`src/rtl/softmax_pkg.sv`:
```
// Shared definitions for the 16-bit softmax datapath: fp16 constants,
// the total-order key used for max selection, and the reduction FSM states.
package softmax_pkg;

   localparam int DATAWIDTH = 16;

   localparam logic [15:0] FP16_NEG_INF = 16'hFC00;
   localparam logic [15:0] FP16_QNAN    = 16'h7E00;

   typedef enum logic [1:0] {
      IDLE  = 2'd0,
      ACCUM = 2'd1,
      HOLD  = 2'd2
   } state_t;

   function automatic logic is_nan(input logic [15:0] x);
      return (x[14:10] == 5'h1F) && (x[9:0] != 10'h000);
   endfunction

   // Maps fp16 onto an unsigned key so that plain unsigned compare orders
   // the values, with -0 ranked just below +0.
   function automatic logic [15:0] ord_key(input logic [15:0] x);
      return x[15] ? ~x : (x | 16'h8000);
   endfunction

endpackage

```
`src/rtl/mode1_max_accum_if.sv`:
```
// Beat input / vector-max output bundle of mode1_max_accum.
// master = upstream + downstream side, slave = the reduction block.
interface mode1_max_accum_if
   import softmax_pkg::*;
#(
   parameter int CNT_W = 8
);
   logic                 in_valid;
   logic                 in_ready;
   logic                 in_last;
   logic [DATAWIDTH-1:0] inp0;
   logic [DATAWIDTH-1:0] inp1;
   logic [DATAWIDTH-1:0] inp2;
   logic [DATAWIDTH-1:0] inp3;
   logic                 max_valid;
   logic                 max_ready;
   logic [DATAWIDTH-1:0] max_out;
   logic [CNT_W-1:0]     beat_cnt;
   logic                 cnt_ovf;

   modport master (
      output in_valid, in_last, inp0, inp1, inp2, inp3, max_ready,
      input  in_ready, max_valid, max_out, beat_cnt, cnt_ovf
   );

   modport slave (
      input  in_valid, in_last, inp0, inp1, inp2, inp3, max_ready,
      output in_ready, max_valid, max_out, beat_cnt, cnt_ovf
   );
endinterface

```
`src/rtl/mode1_max_cmp.sv`:
```
// Two-input fp16 maximum. NaN inputs rank as -inf; on equal keys input a
// (the lower lane index) wins.
module mode1_max_cmp
   import softmax_pkg::*;
(
   input  logic [DATAWIDTH-1:0] a,
   input  logic [DATAWIDTH-1:0] b,
   output logic [DATAWIDTH-1:0] y
);
   logic [DATAWIDTH-1:0] a_s;
   logic [DATAWIDTH-1:0] b_s;

   // Sanitise NaNs, then select the larger key.
   always_comb begin
      a_s = is_nan(a) ? FP16_NEG_INF : a;
      b_s = is_nan(b) ? FP16_NEG_INF : b;
      if (ord_key(b_s) > ord_key(a_s)) begin
         y = b_s;
      end else begin
         y = a_s;
      end
   end
endmodule

```
`src/rtl/mode1_max_accum.sv`:
```
// Streaming fp16 max reduction over a vector of 4-lane beats, feeding the
// subtract stage's b operand. Optional macro: MODE1_MAX_NAN_PROPAGATE_EN.
module mode1_max_accum
   import softmax_pkg::*;
#(
   parameter int DATAWIDTH = 16,
   parameter int CNT_W     = 8
)(
   input  logic             clk,
   input  logic             resetn,
   mode1_max_accum_if.slave bus
);
   localparam logic [CNT_W-1:0] CNT_ONE = {{(CNT_W-1){1'b0}}, 1'b1};
   localparam logic [CNT_W-1:0] CNT_MAX = {CNT_W{1'b1}};

   state_t               state_r;
   logic                 ready_r;
   logic                 valid_r;
   logic [DATAWIDTH-1:0] max_r;
   logic [CNT_W-1:0]     cnt_r;
   logic                 ovf_r;

   logic [DATAWIDTH-1:0] w01_s;
   logic [DATAWIDTH-1:0] w23_s;
   logic [DATAWIDTH-1:0] beat_max_s;
   logic [DATAWIDTH-1:0] run_max_s;
   logic [DATAWIDTH-1:0] cand_s;
   logic [DATAWIDTH-1:0] fin_s;
   logic                 accept_s;

   mode1_max_cmp u_cmp01 (.a(bus.inp0), .b(bus.inp1), .y(w01_s));
   mode1_max_cmp u_cmp23 (.a(bus.inp2), .b(bus.inp3), .y(w23_s));
   mode1_max_cmp u_cmpb  (.a(w01_s),    .b(w23_s),    .y(beat_max_s));
   mode1_max_cmp u_cmpr  (.a(max_r),    .b(beat_max_s), .y(run_max_s));

   assign accept_s = bus.in_valid & ready_r;

`ifdef MODE1_MAX_NAN_PROPAGATE_EN
   logic nan_r;
   logic nan_next_s;

   // Vector NaN flag; a NaN result is presented as the canonical quiet NaN.
   always_comb begin
      cand_s     = (state_r == IDLE) ? beat_max_s : run_max_s;
      nan_next_s = is_nan(bus.inp0) | is_nan(bus.inp1) | is_nan(bus.inp2) | is_nan(bus.inp3)
                 | ((state_r != IDLE) & nan_r);
      if (nan_next_s) begin
         fin_s = FP16_QNAN;
      end else begin
         fin_s = cand_s;
      end
   end

   // Sticky NaN flag, restarted by the first beat of a vector.
   always_ff @(posedge clk or negedge resetn) begin
      if (!resetn) begin
         nan_r <= 1'b0;
      end else if (accept_s) begin
         nan_r <= nan_next_s;
      end
   end
`else
   // First beat loads the beat max; later beats fold into the running max.
   always_comb begin
      cand_s = (state_r == IDLE) ? beat_max_s : run_max_s;
      fin_s  = cand_s;
   end
`endif

   // Vector FSM with registered handshake, max and beat-count outputs.
   always_ff @(posedge clk or negedge resetn) begin
      if (!resetn) begin
         state_r <= IDLE;
         ready_r <= 1'b0;
         valid_r <= 1'b0;
         max_r   <= 16'h0000;
         cnt_r   <= {CNT_W{1'b0}};
         ovf_r   <= 1'b0;
      end else begin
         case (state_r)
            IDLE: begin
               ready_r <= 1'b1;
               if (accept_s) begin
                  cnt_r <= CNT_ONE;
                  ovf_r <= 1'b0;
                  if (bus.in_last) begin
                     state_r <= HOLD;
                     ready_r <= 1'b0;
                     valid_r <= 1'b1;
                     max_r   <= fin_s;
                  end else begin
                     state_r <= ACCUM;
                     max_r   <= cand_s;
                  end
               end
            end
            ACCUM: begin
               if (accept_s) begin
                  if (cnt_r == CNT_MAX) begin
                     ovf_r <= 1'b1;
                  end else begin
                     cnt_r <= cnt_r + CNT_ONE;
                  end
                  if (bus.in_last) begin
                     state_r <= HOLD;
                     ready_r <= 1'b0;
                     valid_r <= 1'b1;
                     max_r   <= fin_s;
                  end else begin
                     max_r   <= cand_s;
                  end
               end
            end
            HOLD: begin
               if (bus.max_ready) begin
                  state_r <= IDLE;
                  valid_r <= 1'b0;
                  ready_r <= 1'b1;
               end
            end
            default: begin
               state_r <= IDLE;
               ready_r <= 1'b0;
               valid_r <= 1'b0;
            end
         endcase
      end
   end

   assign bus.in_ready  = ready_r;
   assign bus.max_valid = valid_r;
   assign bus.max_out   = max_r;
   assign bus.beat_cnt  = cnt_r;
   assign bus.cnt_ovf   = ovf_r;
endmodule
```
`src/flat_wrapper.sv`:
```
// flat-port wrapper written by rule: the top's interface ports become plain ports
module mode1_max_accum_flat import softmax_pkg::*;
#(
   parameter int DATAWIDTH = 16,
   parameter int CNT_W     = 8
)
  (clk, resetn, bus_in_valid, bus_in_last, bus_inp0, bus_inp1, bus_inp2, bus_inp3, bus_max_ready, bus_in_ready, bus_max_valid, bus_max_out, bus_beat_cnt, bus_cnt_ovf);
  mode1_max_accum_if #(.CNT_W(CNT_W)) bus_i ();
  input  logic clk;
  input  logic resetn;
  input wire logic [$bits(bus_i.in_valid)-1:0] bus_in_valid;
  input wire logic [$bits(bus_i.in_last)-1:0] bus_in_last;
  input wire logic [$bits(bus_i.inp0)-1:0] bus_inp0;
  input wire logic [$bits(bus_i.inp1)-1:0] bus_inp1;
  input wire logic [$bits(bus_i.inp2)-1:0] bus_inp2;
  input wire logic [$bits(bus_i.inp3)-1:0] bus_inp3;
  input wire logic [$bits(bus_i.max_ready)-1:0] bus_max_ready;
  output wire logic [$bits(bus_i.in_ready)-1:0] bus_in_ready;
  output wire logic [$bits(bus_i.max_valid)-1:0] bus_max_valid;
  output wire logic [$bits(bus_i.max_out)-1:0] bus_max_out;
  output wire logic [$bits(bus_i.beat_cnt)-1:0] bus_beat_cnt;
  output wire logic [$bits(bus_i.cnt_ovf)-1:0] bus_cnt_ovf;
  assign bus_i.in_valid = bus_in_valid;
  assign bus_i.in_last = bus_in_last;
  assign bus_i.inp0 = bus_inp0;
  assign bus_i.inp1 = bus_inp1;
  assign bus_i.inp2 = bus_inp2;
  assign bus_i.inp3 = bus_inp3;
  assign bus_i.max_ready = bus_max_ready;
  assign bus_in_ready = bus_i.in_ready;
  assign bus_max_valid = bus_i.max_valid;
  assign bus_max_out = bus_i.max_out;
  assign bus_beat_cnt = bus_i.beat_cnt;
  assign bus_cnt_ovf = bus_i.cnt_ovf;
  mode1_max_accum #(.DATAWIDTH(DATAWIDTH), .CNT_W(CNT_W)) u_core (.clk(clk), .resetn(resetn), .bus(bus_i));
endmodule
```
`config.mk`:
```
export PLATFORM = sky130hd
export DESIGN_NAME = mode1_max_accum_flat
export DESIGN_NICKNAME = d
export VERILOG_FILES = /design/src/rtl/softmax_pkg.sv /design/src/rtl/mode1_max_accum_if.sv /design/src/rtl/mode1_max_cmp.sv /design/src/rtl/mode1_max_accum.sv /design/src/flat_wrapper.sv
export SDC_FILE = /design/constraint.sdc
export NUM_CORES = 1
export LEC_CHECK = 0
export ABC_AREA = 1
export CORE_MARGIN = 1
export CORE_UTILIZATION = 62
export DETAILED_ROUTE_END_ITERATION = 10
export PLACE_DENSITY = 0.87
export SYNTH_ARGS = -nofsm -noshare
export SYNTH_HDL_FRONTEND = slang
export SYNTH_HIERARCHICAL = 1
export SYNTH_SLANG_ARGS = --single-unit
```
`constraint.sdc`:
```
create_clock -name clk -period 5.1 [get_ports clk]
set_input_delay 0.51 -clock clk [delete_from_list [all_inputs] [get_ports clk]]
set_output_delay 0.51 -clock clk [all_outputs]
set_load 0.02 [all_outputs]
```
==> results of run 1 <==
==> cells by family after synthesis <==
family,after synthesis,synth area share [%]
adder cells (fa/ha/maj),61,11.7
XOR/XNOR,17,2.29
AO/OA/AOI/OAI,204,17.7
AND/OR/NAND/NOR,653,45.0
buffers and inverters,186,12.1
flip-flops,29,11.2
==> synth_stat cells <==
| library cell | instances |
|---|---|
| a211oi_1 | 7 |
| a21o_1 | 4 |
| o221ai_1 | 1 |
| nor2_2 | 21 |
| o21bai_1 | 1 |
| buf_2 | 7 |
| ha_1 | 61 |
| nand3_1 | 83 |
| nor3_2 | 4 |
| xnor2_1 | 8 |
| buf_6 | 8 |
| clkbuf_1 | 20 |
| nand4_1 | 8 |
| nand2_4 | 8 |
| nand2_2 | 17 |
| nor2_1 | 171 |
| a21oi_1 | 54 |
| o31a_1 | 3 |
| nand3_2 | 13 |
| o21bai_4 | 4 |
| dfrtp_1 | 29 |
| o21a_1 | 1 |
| nand2_1 | 318 |
| o21ai_2 | 4 |
| xor2_1 | 9 |
| nand4_4 | 4 |
| a21boi_1 | 1 |
| nand3b_1 | 1 |
| buf_4 | 5 |
| o21ai_0 | 120 |
| inv_2 | 7 |
| o31ai_2 | 1 |
| nor2_4 | 1 |
| nor3b_1 | 1 |
| o21ai_1 | 2 |
| o211ai_1 | 1 |
| inv_1 | 139 |
| nor4_1 | 3 |
==> per-stage QoR <==
| stage | instances | area [um2] | hold WS, ns | utilization (%) |
|---|---|---|---|---|
| 3_5_place_dp | 1582 | 9330 | 0.512 | 91.2 |
| 3_3_place_gp | 1582 | 9330 | 0.490 | 91.2 |
| 2_1_floorplan | 1150 | 6650 | 0.214 | - |
==> metrics.md, run 1 <==
| Metric | Value |
|---|---|
| Synth Register Bits | `29` |
| Unique masters post-synth | `38` |
| Syn avg cell area | `5.66 um2` |
| Input/output buffers | `95` |
| Synth top area share | `18.4%` |
| Cell Area, Synth | `6500 um2` |
| Die H | `104 um` |
| YS warnings | `6` |
| Io pins | `96` |
| Stopped at | `4_1_cts` |
| Worst slack, placed | `-3.42 ns` |
| Clk buf depth | `2` |
| Postcts setup bufs | `90` |
| Syn Nets | `1280` |
| H-tree lvl count | `2` |
| CTS Root Cell | `clkbuf_8` |
| CTS buffer count | `5` |
| Hold_buf cts | `0` |
| Seq/Total Area, Yosys | `11.2%` |
| DP HPWL | `19400 um` |
| Post-cts resize count | `516` |
| Routability cong. | `0.944` |
| Initial Utilization | `63.6%` |
| Area contributors post-synth | `nand2_1 18%, ha_1 12%, dfrtp_1 11%` |
| Rows | `37` |
| Stop err | `[ERROR DPL-0038] Utilization greater than 100%, impossible to legalize` |
| Die width | `104 um` |
| Synth area leader | `nand2_1` |
| Post-synthesis cell count | `1150` |
| # clock sinks | `29` |
| Outcome | `aborted with a tool error` |
==> inputs of run 2 (changes only) <==
--- a/config.mk
+++ b/config.mk
@@ -7,9 +7,9 @@
 export LEC_CHECK = 0
 export ABC_AREA = 1
 export CORE_MARGIN = 1
-export CORE_UTILIZATION = 62
+export CORE_UTILIZATION = 40
 export DETAILED_ROUTE_END_ITERATION = 10
-export PLACE_DENSITY = 0.87
+export PLACE_DENSITY_LB_ADDON = 0.15
 export SYNTH_ARGS = -nofsm -noshare
 export SYNTH_HDL_FRONTEND = slang
 export SYNTH_HIERARCHICAL = 1
==> metrics.md, run 2 <==
| Metric | Value |
|---|---|
| Outcome | `finished with violations` |
| Violated checks | `setup timing` |
| Syn avg cell area | `5.66 um2` |
| Layout cell share with drive strength beyond 1 | `50.9%` |
| Unique masters post-synth | `38` |
| Post-synthesis cell count | `1150` |
| Vias per cell | `5.50` |
| TritonCTS clock tree | `done` |
| Ys flop type | `dfrtp_1` |
| Cell Area, Synth | `6500 um2` |
| P_sw | `2.40 mW` |
| EDFF count, synth | `0` |
| Worst EP required | `5.26 ns` |
| Final min period | `8.11 ns` |
| Max FO, Critical Path | `7` |
| Io pins | `96` |
| Synth Register Bits | `29` |
| Final period util | `159%` |
| Skew-Pair Late Insertion Delay | `0.28 ns` |
| Largest net degree at the start of global routing | `33` |
| Pin slew with the least headroom to its limit | `0.992 ns` |
| Synth top area share | `18.4%` |
| Commonest non-fill, non-tap cell in the layout | `buf_4` |
| Max stage delay cell, worst path | `ha_1` |
| Nets | `1740` |
| CTS buffer count | `5` |
| Die H | `130 um` |
| Met1 GRT Util | `35.8%` |
| P_int | `2.24 mW` |
| Synth area leader | `nand2_1` |
| Pwr dens | `378 nW/um2` |
| Seq. cell area | `726 um2` |
| Post-route setup slack | `-3.01 ns` |
| H-tree lvl count | `2` |
| Worst slack, placed | `-3.08 ns` |
| Clock-pin slew on the worst setup and hold paths | `0.05 ns` |
| WHS | `0.483 ns` |
| Fin cells | `1827` |
| Wire per inst | `16.7 um` |
| Hold Path Class | `register to register` |
| Hold_buf cts | `0` |
| Clock power share | `6.2%` |
| Global routing's busiest layer | `met2` |
| YS warnings | `6` |
| Switch share | `51.8%` |
| M3 GR Usage | `2.73%` |
| CP arrival | `8.27 ns` |
| LEAKAGE | `6.16 nW` |
| Area grow syn2layout | `88.8%` |
| CP Capture Type | `register` |
| Final Hold Fails | `0` |
| Top-count cell post-synth | `nand2_1` |
| Core area | `15900 um2` |
| Via count | `10100` |
| Max FFs per register | `16` |
| Initial antenna violation count | `0` |
| Crit Path Category | `input port to register` |
| Seq/Total Area, Yosys | `11.2%` |
| Global-route wire length before repair | `41400 um` |
| Die width | `130 um` |
| CTS Root Cell | `clkbuf_16` |
| Input/output buffers | `95` |
| Vias in the first global route | `9107` |
| Routability cong. | `0.908` |
| Multi-input logic area | `6670 um2` |
| RSZ-0062 raised after global routing | `true` |
| Total GRT Usage | `30.2%` |
| Most frequent cells in the layout | `343 x buf_4, 245 x nand2_1, 113 x inv_1` |
| Placed Cells incl. Taps | `1667` |
| Grt total ovfl | `0` |
| Setup Viol. Count Final | `16` |
| Drt first-iter violations | `935` |
| Rel. slew slack | `33.6%` |
| Post-synth top cells | `318 x nand2_1, 171 x nor2_1, 139 x inv_1` |
| # clock sinks | `29` |
| Area contributors post-synth | `nand2_1 18%, ha_1 12%, dfrtp_1 11%` |
| Die area | `16800 um2` |
| Fillers | `1085` |
| Total wire length | `30400 um` |
| Reg2reg setup slack | `1.18 ns` |
| Sequential Power Share | `9.6%` |
| Final Max Tran Viols | `0` |
| Drt first pass iters | `5` |
| Rows | `46` |
| Design Area, Final | `12300 um2` |
| Clock Skew | `0.00646 ns` |
| DRC errors left | `0` |
| DP HPWL | `16400 um` |
| Power share of the combinational group | `84.2%` |
| VDD IR max | `0.285 mV` |
| Final ANT Viol Nets | `0` |
| Max-Cap Viols | `0` |
| Startpoint Class | `input port` |
| Crit-path max cell delay | `0.34 ns` |
| Initial Utilization | `40.9%` |
| Placed cell area | `9470 um2` |
| Syn Nets | `1280` |
| Clk buf depth | `2` |
| M2 GR Usage | `55.3%` |
| Ant diodes | `0` |
| Ys async rst share | `100%` |
| F_max | `0.123 GHz` |
==> run 2: stage by stage <==
step | setup TNS, ns | total power, mW | utilization (%)
after floorplan | -30.08 | 2.11 | -
after global placement | -46.77 | 3.00 | 59.6
after detailed placement | -47.91 | 3.04 | 59.6
after CTS | -32.08 | 3.91 | 72.3
after global routing | -51.14 | 4.95 | 77.3
final | -45.58 | 4.64 | 77.3
==> run 2: what timing repair did <==
item | in CTS | in global routing
pin swaps | 166 | 103
setup endpoints to repair | 16 | 16
cloned | 16 | 1
gates resized for setup | 430 | 200
buffers inserted | 110 | 26
==> run 2: power groups by stage <==
| stage | registers [mW] | clock network, mW | logic, mW |
|---|---|---|---|
| 2_1_floorplan | 0.488 | 0 | 1.63 |
| 3_3_place_gp | 0.444 | 0 | 2.56 |
| 3_5_place_dp | 0.446 | 0 | 2.59 |
| 4_1_cts | 0.443 | 0.289 | 3.17 |
| 5_1_grt | 0.462 | 0.304 | 4.18 |
| 6_report | 0.445 | 0.286 | 3.91 |
==> run 2: area by class of cell <==
type	instances	share of cell area [%]
clock inverter	3	0.143
timing repair buffer	479	31.9
sequential	29	5.91
clock buffer	5	1.02
tap	216	2.20
inverter	146	4.48
multi-input combinational	949	54.3
==> run 2: cells by family (layout without fill, tap and decap cells) <==
kind of cell             Yosys count  in the layout  share of synthesized area, %
AO/OA/AOI/OAI                    204            207                          17.7
XOR/XNOR                          17             17                          2.29
adder cells (fa/ha/maj)           61             61                          11.7
buffers and inverters            186            633                          12.1
flip-flops                        29             29                          11.2
AND/OR/NAND/NOR                  653            664                          45.0
==> run 2: critical path, delay by kind of cell <==
kind | cells | cell delay, ns
adder cells (fa/ha/maj) | 3 | 0.89
AND/OR/NAND/NOR | 29 | 3.11
buffers and inverters | 10 | 1.41
AO/OA/AOI/OAI | 15 | 2.31
==> run 2: path summary, 6_finish.rpt <==
check	startpoint	end	cells after the start
worst max-delay path	bus_inp2[7]	u_core/bus.max_out[0]	57
max in group asynchronous	resetn	u_core/bus.max_out[4]	2
worst min-delay path	u_core/bus.max_valid	u_core/bus.max_valid	2
worst max register to register	u_core/bus.max_out[11]	u_core/bus.max_out[0]	17
worst min register to register	u_core/bus.max_valid	u_core/bus.max_valid	2
min in group asynchronous	resetn	u_core/bus.max_out[10]	2
==> run 2: routing by layer <==
metal,up-vias,share of wire (%),wire [um]
met3,181,6.5,1980
met1,4672,37,11300
met4,0,6.2,1890
met5,-,0,0
li1,4655,-,-
met2,544,50,15200
(Power assumes the default switching activity.)
==> inputs of run 3 (changes only) <==
--- a/config.mk
+++ b/config.mk
@@ -6,8 +6,10 @@
 export NUM_CORES = 1
 export LEC_CHECK = 0
 export ABC_AREA = 1
+export CELL_PAD_IN_SITES_DETAIL_PLACEMENT = 0
+export CELL_PAD_IN_SITES_GLOBAL_PLACEMENT = 2
 export CORE_MARGIN = 1
-export CORE_UTILIZATION = 40
+export CORE_UTILIZATION = 31
 export DETAILED_ROUTE_END_ITERATION = 10
 export PLACE_DENSITY_LB_ADDON = 0.15
 export SYNTH_ARGS = -nofsm -noshare
==> constraint.sdc (replaced) <==
create_clock -name clk -period 10.4 [get_ports clk]
set_input_delay 1.04 -clock clk [delete_from_list [all_inputs] [get_ports clk]]
set_output_delay 1.04 -clock clk [all_outputs]
set_load 0.02 [all_outputs]
==> metrics.md, run 3 (same netlist as run 2, synthesis figures left out) <==
| Metric | Value |
|---|---|
| # clock sinks | `29` |
| Clk buf depth | `2` |
| Max-Cap Viols | `0` |
| Placed cell area | `7610 um2` |
| Routability cong. | `0.803` |
| Via count | `7166` |
| Final Hold Fails | `0` |
| Core area | `20400 um2` |
| Layout cell share with drive strength beyond 1 | `8.82%` |
| F_max | `0.106 GHz` |
| Clock-pin slew on the worst setup and hold paths | `0.05 ns` |
| VDD IR max | `0.0958 mV` |
| Rel. slew slack | `33.1%` |
| Pin slew with the least headroom to its limit | `1.00 ns` |
| Hold Path Class | `register to register` |
| Crit Path Category | `input port to register` |
| Drt first pass iters | `4` |
| CTS Root Cell | `clkbuf_16` |
| Worst slack, placed | `0.119 ns` |
| TritonCTS clock tree | `done` |
| Max stage delay cell, worst path | `clkdlybuf4s50_1` |
| DP HPWL | `16900 um` |
| Global-route wire length before repair | `34800 um` |
| Clock Skew | `0.00412 ns` |
| CP Capture Type | `register` |
| Die H | `147 um` |
| Hold_buf cts | `0` |
| Final period util | `90.6%` |
| Vias in the first global route | `6842` |
| Most frequent cell on the critical path | `nand2_1` |
| Outcome | `finished, final reports clean` |
| Drt first-iter violations | `379` |
| Grt total ovfl | `0` |
| Final min period | `9.43 ns` |
| Power share of the combinational group | `73.5%` |
| Max FFs per register | `16` |
| Area grow syn2layout | `21.0%` |
| Final Max Tran Viols | `0` |
| Post-route setup slack | `0.975 ns` |
| Design Area, Final | `7870 um2` |
| DRC errors left | `0` |
| Setup Viol. Count Final | `0` |
| Pwr dens | `189 nW/um2` |
| Crit-path max cell delay | `0.47 ns` |
| P_int | `0.680 mW` |
| Total wire length | `20900 um` |
| LEAKAGE | `3.96 nW` |
| Switch share | `54.4%` |
| Sequential Power Share | `14.7%` |
| Most frequent cells in the layout | `318 x nand2_1, 169 x nor2_1, 139 x inv_1` |
| Largest net degree at the start of global routing | `33` |
| Initial antenna violation count | `0` |
| P_sw | `0.811 mW` |
| Worst EP required | `10.56 ns` |
| Rows | `52` |
| Fin cells | `1495` |
| Skew-Pair Late Insertion Delay | `0.28 ns` |
| Seq. cell area | `726 um2` |
| Multi-input logic area | `5040 um2` |
| Vias per cell | `4.79` |
| Clock power share | `11.7%` |
| Ant diodes | `0` |
| Nets | `1354` |
| Setup Total Neg Slack | `0 ns` |
| CTS buffer count | `5` |
| Die width | `147 um` |
| Die area | `21600 um2` |
| RSZ-0062 raised after global routing | `false` |
| Input/output buffers | `95` |
| Max FO, Critical Path | `16` |
| Final ANT Viol Nets | `0` |
| Placed Cells incl. Taps | `1482` |
| CP arrival | `9.58 ns` |
| Startpoint Class | `input port` |
| Total power | `1.49 mW` |
| H-tree lvl count | `2` |
| Initial Utilization | `31.8%` |
| Wire per inst | `14.0 um` |
| Fillers | `2317` |
| Total GRT Usage | `19.7%` |
| Io pins | `96` |
| Commonest non-fill, non-tap cell in the layout | `nand2_1` |
[run 3: final cells by class]
cell class              instances  area share, %
multi-input cells             935           64.1
inverters                     146           6.97
repair buffers                107           13.2
clock inverters                 1          0.382
well taps                     270           4.29
clock buffers                   7           1.81
flip-flops and latches         29           9.22
[run 3: critical path: cells and delay by family]
family | cells | cell delay [ns]
and+or+nand+nor | 29 | 4.19
adders and majority gates | 3 | 0.81
buffers and inverters | 5 | 0.77
AOI/OAI and AO/OA | 14 | 2.75
[run 3: path summary, 6_finish.rpt]
check	cells past startpoint	slack, ns	endpoint	start
worst min register to register	2	0.50	u_core/bus.max_valid	u_core/bus.max_valid
max in group asynchronous	2	8.93	u_core/bus.max_valid	resetn
worst min-delay path	2	0.50	u_core/bus.max_valid	u_core/bus.max_valid
min in group asynchronous	2	1.16	u_core/bus.max_out[13]	resetn
worst max-delay path	51	0.97	u_core/bus.max_out[1]	bus_inp1[4]
worst max register to register	20	6.46	u_core/bus.max_out[1]	u_core/bus.max_out[11]
[run 3: power by group through the flow]
| stage | clock network [mW] | registers [mW] | logic, mW |
|---|---|---|---|
| global route | 0.184 | 0.228 | 1.25 |
| CTS | 0.179 | 0.220 | 1.10 |
| floorplan | 0 | 0.239 | 0.775 |
| finish | 0.175 | 0.220 | 1.10 |
| detailed placement | 0 | 0.222 | 1.09 |
| global placement | 0 | 0.224 | 1.10 |
[run 3: routing by layer]
metal | vias up | track usage (%) | wire length (um)
li1 | 3852 | - | -
met1 | 3171 | 27.2 | 10300
met2 | 125 | 33.5 | 9750
met3 | 18 | 1.18 | 557
met4 | 0 | 4.22 | 261
met5 | - | 0 | 0
[run 3: per-stage QoR]
step / utilization (%) / hold WS [ns]
6_report: 38.5 / 0.497
5_1_grt: 38.5 / 0.533
4_1_cts: 38.1 / 0.509
3_5_place_dp: 37.2 / 0.496
3_3_place_gp: 37.2 / 0.473
2_1_floorplan: - / 0.588
[run 3: timing repair]
item | CTS | global route
gates resized for setup | 0 | 10
setup buffers | 0 | 5
hold endpoints to repair | 0 | 0
setup endpoints to repair | 0 | 15
